[config.mk]
export PLATFORM = sky130hd
export DESIGN_NAME = axi4_wr_slave_flat
export DESIGN_NICKNAME = d
export VERILOG_FILES = /design/src/rtl/axi4_wr_slave_if.sv /design/src/rtl/axi4_wr_slave.sv /design/src/flat_wrapper.sv
export SDC_FILE = /design/constraint.sdc
export NUM_CORES = 1
export LEC_CHECK = 0
export CORE_MARGIN = 10
export CORE_UTILIZATION = 50
export DETAILED_ROUTE_END_ITERATION = 12
export PLACE_DENSITY = 0.87
export RECOVER_POWER = 25
export SLEW_MARGIN = 20
export SYNTH_ARGS = -nofsm -noshare
export SYNTH_HDL_FRONTEND = slang
export SYNTH_SLANG_ARGS = --single-unit
[constraint.sdc]
create_clock -name clock -period 6.5 [get_ports clock]
set_clock_uncertainty 0.1 [all_clocks]
set_input_delay 1.3 -clock clock [delete_from_list [all_inputs] [get_ports clock]]
set_output_delay 1.3 -clock clock [all_outputs]
set_load 0.05 [all_outputs]
[src/rtl/axi4_wr_slave_if.sv]
// AXI4 write-channel bundle (AW, W, B) shared by a write master and axi4_wr_slave.
// Signal names follow the AXI4 channel names; widths track the slave parameters.
interface axi4_wr_slave_if #(
  parameter int ID_WIDTH   = 4,
  parameter int ADDR_WIDTH = 32,
  parameter int DATA_WIDTH = 32
);
  logic [ID_WIDTH-1:0]     AWID;
  logic [ADDR_WIDTH-1:0]   AWADDR;
  logic [7:0]              AWLEN;
  logic [2:0]              AWSIZE;
  logic [1:0]              AWBURST;
  logic                    AWVALID;
  logic                    AWREADY;
  logic [DATA_WIDTH-1:0]   WDATA;
  logic [DATA_WIDTH/8-1:0] WSTRB;
  logic                    WLAST;
  logic                    WVALID;
  logic                    WREADY;
  logic [ID_WIDTH-1:0]     BID;
  logic [1:0]              BRESP;
  logic                    BVALID;
  logic                    BREADY;

  modport slave (
    input  AWID, AWADDR, AWLEN, AWSIZE, AWBURST, AWVALID,
    input  WDATA, WSTRB, WLAST, WVALID, BREADY,
    output AWREADY, WREADY, BID, BRESP, BVALID
  );

  modport master (
    output AWID, AWADDR, AWLEN, AWSIZE, AWBURST, AWVALID,
    output WDATA, WSTRB, WLAST, WVALID, BREADY,
    input  AWREADY, WREADY, BID, BRESP, BVALID
  );
endinterface

[src/rtl/axi4_wr_slave.sv]
// Single-outstanding AXI4 write slave: FIXED/INCR/WRAP beat addressing, registered memory write port.
// Define AXI4_WR_SLAVE_4KB_CHECK_EN to flag INCR bursts that cross a 4KB page as SLVERR.
module axi4_wr_slave #(
  parameter int ID_WIDTH   = 4,
  parameter int ADDR_WIDTH = 32,
  parameter int DATA_WIDTH = 32
) (
  input  logic                    clock,
  input  logic                    ARESETn,
  axi4_wr_slave_if.slave          axi,
  output logic                    mem_we,
  output logic [ADDR_WIDTH-1:0]   mem_addr,
  output logic [DATA_WIDTH-1:0]   mem_wdata,
  output logic [DATA_WIDTH/8-1:0] mem_wstrb
);
  localparam int STRB_WIDTH = DATA_WIDTH / 8;
  localparam logic [2:0] MAX_SIZE = 3'($clog2(STRB_WIDTH));
  localparam logic [ADDR_WIDTH-1:0] ADDR_ONE = ADDR_WIDTH'(1);

  localparam logic [1:0] IDLE = 2'd0;
  localparam logic [1:0] DATA = 2'd1;
  localparam logic [1:0] RESP = 2'd2;

  localparam logic [1:0] BURST_FIXED = 2'b00;
  localparam logic [1:0] BURST_INCR  = 2'b01;
  localparam logic [1:0] BURST_WRAP  = 2'b10;
  localparam logic [1:0] BURST_RSVD  = 2'b11;

  logic [1:0]            state_q, state_d;
  logic [ID_WIDTH-1:0]   id_q;
  logic [ADDR_WIDTH-1:0] addr_q;
  logic [7:0]            len_q;
  logic [2:0]            size_q;
  logic [1:0]            burst_q;
  logic [7:0]            cnt_q;
  logic                  cap_err_q;
  logic                  last_err_q;
  logic                  mem_we_q;
  logic [ADDR_WIDTH-1:0] mem_addr_q;
  logic [DATA_WIDTH-1:0] mem_wdata_q;
  logic [STRB_WIDTH-1:0] mem_wstrb_q;

  logic                  aw_fire, w_fire, b_fire, final_beat;
  logic                  aw_err;
  logic [ADDR_WIDTH-1:0] aw_step;
  logic [ADDR_WIDTH-1:0] step, wrap_bytes, wrap_base, incr_addr, next_addr;

  assign aw_fire    = axi.AWVALID && (state_q == IDLE);
  assign w_fire     = axi.WVALID  && (state_q == DATA);
  assign b_fire     = axi.BREADY  && (state_q == RESP);
  assign final_beat = (cnt_q == len_q);

  // Protocol violations are decided once, from the AW beat, and govern the whole burst.
  always_comb begin
    aw_step = ADDR_ONE << axi.AWSIZE;
    aw_err  = (axi.AWBURST == BURST_RSVD) || (axi.AWSIZE > MAX_SIZE) ||
              ((axi.AWBURST == BURST_WRAP) &&
               (!(axi.AWLEN inside {8'd1, 8'd3, 8'd7, 8'd15}) ||
                ((axi.AWADDR & (aw_step - ADDR_ONE)) != '0)));
`ifdef AXI4_WR_SLAVE_4KB_CHECK_EN
    begin
      logic [ADDR_WIDTH-1:0] aw_last;
      aw_last = (axi.AWADDR & ~(aw_step - ADDR_ONE)) +
                ((ADDR_WIDTH'(axi.AWLEN) + ADDR_ONE) << axi.AWSIZE) - ADDR_ONE;
      if ((axi.AWBURST == BURST_INCR) &&
          (aw_last[ADDR_WIDTH-1:12] != axi.AWADDR[ADDR_WIDTH-1:12]))
        aw_err = 1'b1;
    end
`else
    // No page check: INCR addresses roll across 4KB boundaries untouched.
`endif
  end

  // WRAP returns to the aligned base once the incremented address hits the window top.
  always_comb begin
    step       = ADDR_ONE << size_q;
    wrap_bytes = (ADDR_WIDTH'(len_q) + ADDR_ONE) << size_q;
    wrap_base  = addr_q & ~(wrap_bytes - ADDR_ONE);
    incr_addr  = addr_q + step;
    unique case (burst_q)
      BURST_FIXED: next_addr = addr_q;
      BURST_WRAP:  next_addr = (incr_addr == wrap_base + wrap_bytes) ? wrap_base : incr_addr;
      default:     next_addr = incr_addr;
    endcase
  end

  // NOTE: every signal driven in always_comb gets a value on every path, or a latch is inferred.
  always_comb begin
    state_d = state_q;
    case (state_q)
      IDLE:    if (aw_fire) state_d = DATA;
      DATA:    if (w_fire && final_beat) state_d = RESP;
      RESP:    if (b_fire) state_d = IDLE;
      default: state_d = IDLE;
    endcase
  end

  // NOTE: sequential state uses non-blocking assignments so all registers update from pre-edge values.
  always_ff @(posedge clock or negedge ARESETn) begin
    if (!ARESETn) begin
      state_q     <= IDLE;
      id_q        <= '0;
      addr_q      <= '0;
      len_q       <= '0;
      size_q      <= '0;
      burst_q     <= '0;
      cnt_q       <= '0;
      cap_err_q   <= 1'b0;
      last_err_q  <= 1'b0;
      mem_we_q    <= 1'b0;
      mem_addr_q  <= '0;
      mem_wdata_q <= '0;
      mem_wstrb_q <= '0;
    end else begin
      state_q  <= state_d;
      mem_we_q <= w_fire && !cap_err_q;
      if (aw_fire) begin
        id_q       <= axi.AWID;
        addr_q     <= axi.AWADDR;
        len_q      <= axi.AWLEN;
        size_q     <= axi.AWSIZE;
        burst_q    <= axi.AWBURST;
        cnt_q      <= '0;
        cap_err_q  <= aw_err;
        last_err_q <= 1'b0;
      end
      if (w_fire) begin
        cnt_q       <= cnt_q + 8'd1;
        addr_q      <= next_addr;
        last_err_q  <= last_err_q || (axi.WLAST != final_beat);
        mem_addr_q  <= addr_q;
        mem_wdata_q <= axi.WDATA;
        mem_wstrb_q <= axi.WSTRB;
      end
    end
  end

  assign axi.AWREADY = (state_q == IDLE);
  assign axi.WREADY  = (state_q == DATA);
  assign axi.BVALID  = (state_q == RESP);
  assign axi.BID     = id_q;
  assign axi.BRESP   = ((state_q == RESP) && (cap_err_q || last_err_q)) ? 2'b10 : 2'b00;

  assign mem_we    = mem_we_q;
  assign mem_addr  = mem_addr_q;
  assign mem_wdata = mem_wdata_q;
  assign mem_wstrb = mem_wstrb_q;
endmodule

[src/flat_wrapper.sv]
// flat-port wrapper written by rule: the top's interface ports become plain ports
module axi4_wr_slave_flat 
#(
  parameter int ID_WIDTH   = 4,
  parameter int ADDR_WIDTH = 32,
  parameter int DATA_WIDTH = 32
)
  (clock, ARESETn, mem_we, mem_addr, mem_wdata, mem_wstrb, axi_AWID, axi_AWADDR, axi_AWLEN, axi_AWSIZE, axi_AWBURST, axi_AWVALID, axi_WDATA, axi_WSTRB, axi_WLAST, axi_WVALID, axi_BREADY, axi_AWREADY, axi_WREADY, axi_BID, axi_BRESP, axi_BVALID);
  axi4_wr_slave_if #(.ID_WIDTH(ID_WIDTH), .ADDR_WIDTH(ADDR_WIDTH), .DATA_WIDTH(DATA_WIDTH)) axi_i ();
  input  logic clock;
  input  logic ARESETn;
  output logic mem_we;
  output logic [ADDR_WIDTH-1:0] mem_addr;
  output logic [DATA_WIDTH-1:0] mem_wdata;
  output logic [DATA_WIDTH/8-1:0] mem_wstrb;
  input wire logic [$bits(axi_i.AWID)-1:0] axi_AWID;
  input wire logic [$bits(axi_i.AWADDR)-1:0] axi_AWADDR;
  input wire logic [$bits(axi_i.AWLEN)-1:0] axi_AWLEN;
  input wire logic [$bits(axi_i.AWSIZE)-1:0] axi_AWSIZE;
  input wire logic [$bits(axi_i.AWBURST)-1:0] axi_AWBURST;
  input wire logic [$bits(axi_i.AWVALID)-1:0] axi_AWVALID;
  input wire logic [$bits(axi_i.WDATA)-1:0] axi_WDATA;
  input wire logic [$bits(axi_i.WSTRB)-1:0] axi_WSTRB;
  input wire logic [$bits(axi_i.WLAST)-1:0] axi_WLAST;
  input wire logic [$bits(axi_i.WVALID)-1:0] axi_WVALID;
  input wire logic [$bits(axi_i.BREADY)-1:0] axi_BREADY;
  output wire logic [$bits(axi_i.AWREADY)-1:0] axi_AWREADY;
  output wire logic [$bits(axi_i.WREADY)-1:0] axi_WREADY;
  output wire logic [$bits(axi_i.BID)-1:0] axi_BID;
  output wire logic [$bits(axi_i.BRESP)-1:0] axi_BRESP;
  output wire logic [$bits(axi_i.BVALID)-1:0] axi_BVALID;
  assign axi_i.AWID = axi_AWID;
  assign axi_i.AWADDR = axi_AWADDR;
  assign axi_i.AWLEN = axi_AWLEN;
  assign axi_i.AWSIZE = axi_AWSIZE;
  assign axi_i.AWBURST = axi_AWBURST;
  assign axi_i.AWVALID = axi_AWVALID;
  assign axi_i.WDATA = axi_WDATA;
  assign axi_i.WSTRB = axi_WSTRB;
  assign axi_i.WLAST = axi_WLAST;
  assign axi_i.WVALID = axi_WVALID;
  assign axi_i.BREADY = axi_BREADY;
  assign axi_AWREADY = axi_i.AWREADY;
  assign axi_WREADY = axi_i.WREADY;
  assign axi_BID = axi_i.BID;
  assign axi_BRESP = axi_i.BRESP;
  assign axi_BVALID = axi_i.BVALID;
  axi4_wr_slave #(.ID_WIDTH(ID_WIDTH), .ADDR_WIDTH(ADDR_WIDTH), .DATA_WIDTH(DATA_WIDTH)) u_core (.clock(clock), .ARESETn(ARESETn), .axi(axi_i), .mem_we(mem_we), .mem_addr(mem_addr), .mem_wdata(mem_wdata), .mem_wstrb(mem_wstrb));
endmodule
Word-level counts from Yosys, hierarchy flattened
Index checks and enable logic that the tools add are counted.
{"block": "totals", "latchBits": 0, "ramBits": 0, "mem_count": 0, "reg_bits": 130, "romBits": 0, "output_inout_bits": 78}
{"block": "classes", "eq_ne": 16, "n_addsub": 6, "div_mod_pow": 0, "mux": 13, "bitwise": 3, "n_shift": 3, "magnitude_cmp": 1, "mul": 0, "n_reduce_logical": 21}
{"op": "two-way mux 32 bit", "count": 3}
{"op": "adder 32 bit", "count": 2}
{"op": "AND 32 bit", "count": 2}
{"op": "one-hot mux 32 bit (2 select lines)", "count": 1}
{"op": "left shift 1 x 3 -> 32 bit (first input constant)", "count": 2}
{"op": "subtractor 32 x 1 -> 32 bit (second input constant)", "count": 2}
{"op": "equality test 32 bit", "count": 1}
{"op": "inverter 32 bit", "count": 1}
{"op": "nonzero test 32 bit", "count": 1}
{"op": "left shift 32 x 3 -> 32 bit", "count": 1}
{"op": "two-way mux 8 bit", "count": 2}
{"op": "adder 8 x 1 -> 9 bit (second input constant)", "count": 1}
{"op": "adder 8 x 1 -> 8 bit (second input constant)", "count": 1}
{"op": "equality test 2 bit (second input constant)", "count": 4}
{"op": "equality test 8 x 1 -> 1 bit (second input constant)", "count": 1}
{"op": "equality test 8 x 2 -> 1 bit (second input constant)", "count": 1}
{"op": "equality test 8 x 3 -> 1 bit (second input constant)", "count": 1}
{"op": "equality test 8 x 4 -> 1 bit (second input constant)", "count": 1}
{"op": "equality test 8 bit", "count": 1}
{"op": "two-way mux 2 bit", "count": 4}
{"op": "logical AND 1 bit", "count": 7}
{"op": "inequality test 2 x 1 -> 1 bit (second input constant)", "count": 3}
{"op": "one-hot mux 2 bit (3 select lines)", "count": 1}
{"op": "logical OR 1 bit", "count": 5}
{"op": "other kinds (11)", "count": 14}

Logic depth before layout (Yosys ltp)
{"block": "depth", "ltp_word": 10, "mapped_depth": 30}

Least setup slack after synthesis
Ideal clock, no wire load.
{"block": "synth_timing", "kind": "flip-flop to flip-flop", "from": "register u_core.len_q[1]", "to": "register u_core.addr_q[2]", "slack_ns": 0.251, "period_less_slack_ns": 6.249, "path_stages_with_launch": 31, "arrival_time_ns": 6.008, "path_cell_list": "dfrtp_1 ha_1 buf_2 nand3_1 xnor2_1 a32o_1 a221o_1 o221ai_1 inv_1 nor3_2 buf_2 nand2_1 xor2_1 and2_1 ha_1 clkbuf_1 inv_1 o21bai_1 a21oi_1 o21ai_0 a211o_1 o21ai_2 and3_1 a2111o_1 nor4_1 nand4_1 nor4_4 buf_4 nor2_1 a311oi_1 a21oi_1"}
{"block": "synth_via", "elab_chain_len": 10}
{"element": "start, declared", "line_no": "axi4_wr_slave.sv:32", "text": "logic [7:0] len_q;"}
{"element": "start signal, assigned", "line_no": "axi4_wr_slave.sv:120", "text": "len_q <= axi.AWLEN;"}
{"element": "adder 8 x 1 -> 9 bit (*)", "line_no": "axi4_wr_slave.sv:77", "text": "wrap_bytes = (ADDR_WIDTH'(len_q) + ADDR_ONE) << size_q;"}
{"element": "left shift 32 x 3 -> 32 bit (*)", "line_no": "axi4_wr_slave.sv:77"}
{"element": "subtractor 32 x 1 -> 32 bit", "line_no": "axi4_wr_slave.sv:78", "text": "wrap_base = addr_q & ~(wrap_bytes - ADDR_ONE);"}
{"element": "inverter 32 bit", "line_no": "axi4_wr_slave.sv:78"}
{"element": "AND 32 bit", "line_no": "axi4_wr_slave.sv:78"}
{"element": "adder 32 bit", "line_no": "axi4_wr_slave.sv:82", "text": "BURST_WRAP: next_addr = (incr_addr == wrap_base + wrap_bytes) ? wrap_base : incr_addr;"}
{"element": "equality test 32 bit", "line_no": "axi4_wr_slave.sv:82"}
{"element": "two-way mux 32 bit (*)", "line_no": "axi4_wr_slave.sv:82"}
{"element": "one-hot mux 32 bit (2 select lines) (*)", "line_no": "axi4_wr_slave.sv:80", "text": "unique case (burst_q)"}
{"element": "two-way mux 32 bit (*)", "line_no": "axi4_wr_slave.sv:127", "text": "if (w_fire) begin"}
{"element": "end signal, assigned", "line_no": "axi4_wr_slave.sv:119", "text": "addr_q <= axi.AWADDR;"}
{"element": "end signal, assigned", "line_no": "axi4_wr_slave.sv:129", "text": "addr_q <= next_addr;"}
{"element": "end, declared", "line_no": "axi4_wr_slave.sv:31", "text": "logic [ADDR_WIDTH-1:0] addr_q;"}
Every way passes the cells marked *; elsewhere a longest branch is shown, timed or not.
A chain may end at the register's enable or synchronous reset.

Final worst setup path
{"block": "layout_timing", "from": "register u_core.len_q[0]", "to": "register u_core.addr_q[15]"}
Same word-level chain as after synthesis.

==> impl_metrics.csv <==
group,metric,value,unit
outcome,outcome,"complete, but fails checks",
outcome,failed_checks,"max-capacitance violations, max-slew violations",
cells_and_area,drive_gt1_frac,0.138,
global_routing,first_pass_grt_wire_length,61700,um
clocking,cts.sinks,130,
worst_setup_path,cp-startpoint,"u_core.len_q[0]",
cells_and_area,area_overhead_vs_synth,29.1,%
clocking,tritoncts.num_buffers,17,
clocking,clock_tree_from_tritoncts,"yes",
yosys,synth_ff_type,"dfrtp_1",
drt,route.vias.total,11600,
floorplanning,die_width,164,um
yosys,yosys_warn_count,0,
floorplanning,placementRows,52,
min_path,timing.hold.worst.start,"u_core.cap_err_q",
cells_and_area,final_nets,1643,
drt,dr.pass1.iters,6,
yosys,synth.largest_area_cell,"dfrtp_1",
drt,met3WireLength,4920,um
yosys,syn_nets,1457,
yosys,synth-seq-area-share,0.313,
yosys,syn_area,0.0104,sq mm
clocking,holdBufCountCts,0,
worst_setup_path,timing.critical_path.from_type,"flip-flop",
global_routing,first_global_vias,11100,
yosys,post_synth_most_frequent_cells,"nand2_1 (272), dfrtp_1 (130), nor2_1 (98)",
yosys,synth_enable_flop_cells,0,
floorplanning,die_h,164,um
drt,drt.antenna.violating_nets,0,
global_routing,grt_antenna_before_repair,1,
worst_setup_path,timing.rr.start,"u_core.len_q[0]",
yosys,synth.ff_latch_count,130,
flow_run,max-cap-violations,1,
drt,vias_per_cell,6.41,
yosys,netlist.area_leader.share,0.313,
global_routing,globalRouteOverflowTotal,0,
yosys,synth_area_leaders,"dfrtp_1 (31%), nand2_1 (9.8%), xnor2_1 (4.0%)",
placement,dp.final_hpwl,28800,um
worst_setup_path,worstPathMaxFanout,12,
sta,timing.hold.ws,0.366,ns
worst_setup_path,worstPathArrival,6.52,ns
sta,finalMaxSlewViolations,79,
drt,first_iter_violations,1662,
drt,wl_per_instance,22.0,um
cells_and_area,fill_cells,1632,
sta,final.min_clock_period,6.31,ns
yosys,synth_async_sr_flop_share,1.00,
sta,finalHoldViolCount,0,
yosys,synthMostInstantiatedCell,"nand2_1",
clocking,clock-root-buffer,"clkbuf_16",
yosys,synth_cells,1341,
drt,top_layer_in_use,"met4",
worst_setup_path,critical_path_class,"reg -> reg",
worst_setup_path,critical-path-max-stage-delay,0.47,ns
placement,place.gp.congestion,1.03,
clocking,cts_h_tree_depth,4,
drt,wirelength,39800,um
yosys,syn_area_per_cell,7.74,sq um
yosys,synth.lib_cells_used.distinct,96,
worst_setup_path,worst_endpoint_required_time,6.72,ns
worst_setup_path,end_kind,"flip-flop",
clocking,insertion_delay_to_the_later_sink_of_the_worst_skew_pair,0.42,ns
clocking,clock_path_buffers,2,
drt,drt_drc_violations_left,0,
floorplanning,io-pin-count,169,
sta,min_period_over_period,0.970,
floorplanning,dieArea,0.0269,sq mm
drt,met1Wirelength,15900,um
drt,met2RoutedLength,17900,um
sta,maxSlewHeadroom,-1.78,
global_routing,grt_max_degree,92,
floorplanning,start_util,0.511,
placement,port_buffers,167,
sta,clock.fmax,0.159,GHz
floorplanning,placeableCoreArea,0.0203,sq mm
sta,setup_violations,0,
global_routing,grt_util_all_layers,0.286,
clocking,clkTransAtPathRegs,0.06,ns
sta,worst_slew_pin_slew,4.17,ns
min_path,holdCritPathClass,"reg -> reg",
worst_setup_path,critical-path-slowest-cell,"or4b_1",
## state kept, by name, indices dropped and copies added (netlist names)
name	cells
u_core.mem_wdata	32
u_core.state_q	2
u_core.mem_addr	32
u_core.burst_q	2
u_core.cnt_q	8
u_core.last_err_q	1
u_core.cap_err_q	1
u_core.size_q	3
u_core.len_q	8
u_core.axi.BID	4
u_core.mem_we	1
u_core.mem_wstrb	4
u_core.addr_q	32
## what timing repair did
item                                    in CTS  in global routing
pin swaps                                    0                 12
setup buffers                                0                  9
cloned                                       0                  3
endpoints found under the setup margin      32                 32
resized for setup                            4                 39
## layer usage
layer,GRT usage,vias up
li1,-,5193
met1,0.380,5529
met2,0.443,796
met3,0.0793,97
met4,0.0873,0
met5,0,-
## worst paths after layout
check,to,slack (ns),depth (start not counted)
hold / removal,u_core.mem_we,0.37,1
max in group asynchronous,u_core.mem_addr[23],1.05,2
setup reg to reg,u_core.addr_q[15],0.19,26
setup / recovery,u_core.addr_q[15],0.19,26
hold reg to reg,u_core.mem_we,0.37,1
min in group asynchronous,u_core.axi.BID[1],2.24,1
## kinds of logic (layout without fill, tap and decap cells)
kind of cell    count (synthesis)  in the layout  share of synthesized area
other cells                     1              2                   0.000361
flops                         130            130                      0.313
simple gates                  631            631                      0.291
compound gates                334            334                      0.219
xor+xnor                       67             67                     0.0573
buf+inv                       115            314                     0.0492
mux                            38             38                     0.0389
fa+ha+maj                      25             25                     0.0309
## area by class of cell
type                            count  area, sq um  share of cell area
Antenna cell                        1         2.50            0.000187
Clock buffer                       17          425              0.0318
Clock inverter                     15          150              0.0112
Inverter                           25         93.8             0.00701
Multi-Input combinational cell   1096         6780               0.506
Sequential cell                   130         3260               0.243
Tap cell                          270          338              0.0252
Timing Repair Buffer              257         2350               0.175
## layout by cell type (no fill, tap or decap), types with 5 or more instances in the layout
| master | netlist | final |
|---|---|---|
| inv_1 | 22 | 21 |
| or3_1 | 17 | 17 |
| a31o_2 | 5 | 5 |
| nor3_1 | 43 | 42 |
| a31oi_1 | 12 | 12 |
| o21a_1 | 9 | 9 |
| nor2b_1 | 12 | 12 |
| mux2i_1 | 19 | 19 |
| nor2_1 | 98 | 98 |
| o211ai_1 | 19 | 19 |
| clkdlybuf4s50_1 | 0 | 166 |
| nor3b_1 | 7 | 7 |
| o21ai_0 | 72 | 70 |
| nor3_2 | 5 | 5 |
| nand4_1 | 20 | 20 |
| a211oi_1 | 13 | 13 |
| nand3_1 | 53 | 51 |
| buf_4 | 7 | 87 |
| nand2_1 | 272 | 269 |
| o31ai_1 | 7 | 7 |
| and3_1 | 15 | 14 |
| xnor2_1 | 47 | 44 |
| clkbuf_16 | 0 | 17 |
| o21bai_1 | 7 | 7 |
| and3b_1 | 6 | 6 |
| a211o_1 | 5 | 5 |
| or4_1 | 5 | 5 |
| a21oi_1 | 78 | 76 |
| inv_6 | 0 | 5 |
| a21o_1 | 16 | 16 |
| o22ai_1 | 13 | 13 |
| nor4_1 | 12 | 11 |
| ha_1 | 24 | 23 |
| mux2_2 | 19 | 19 |
| nand2b_1 | 17 | 16 |
| xor2_1 | 19 | 18 |
| or2_2 | 7 | 7 |
| dfrtp_1 | 130 | 128 |
| and2_1 | 19 | 18 |
## through the flow
step / cells / cell area (sq um) / TNS, ns / worst slack, ns / utilization
5_1_grt: 1811 / 13400 / -0.477 / -0.0511 / 0.660
3_3_place_gp: 1766 / 12600 / -2.24 / -0.173 / 0.619
6_report: 1811 / 13400 / 0 / 0.195 / 0.660
2_1_floorplan: 1341 / 10400 / 0 / 0.251 / -
3_5_place_dp: 1766 / 12600 / -6.32 / -0.300 / 0.619
4_1_cts: 1798 / 13200 / 0 / 0.00524 / 0.649
## critical path, delay by kind of cell, from the launching register on
kind	cells	cell delay, ns
compound gates	8	1.82
simple gates	12	2.60
fa+ha+maj	2	0.53
flops	1	0.38
xor+xnor	2	0.45
buf+inv	2	0.35
Power is not shown: default switching activity piles up to over one toggle a cycle in this logic, so the estimate is an artifact.
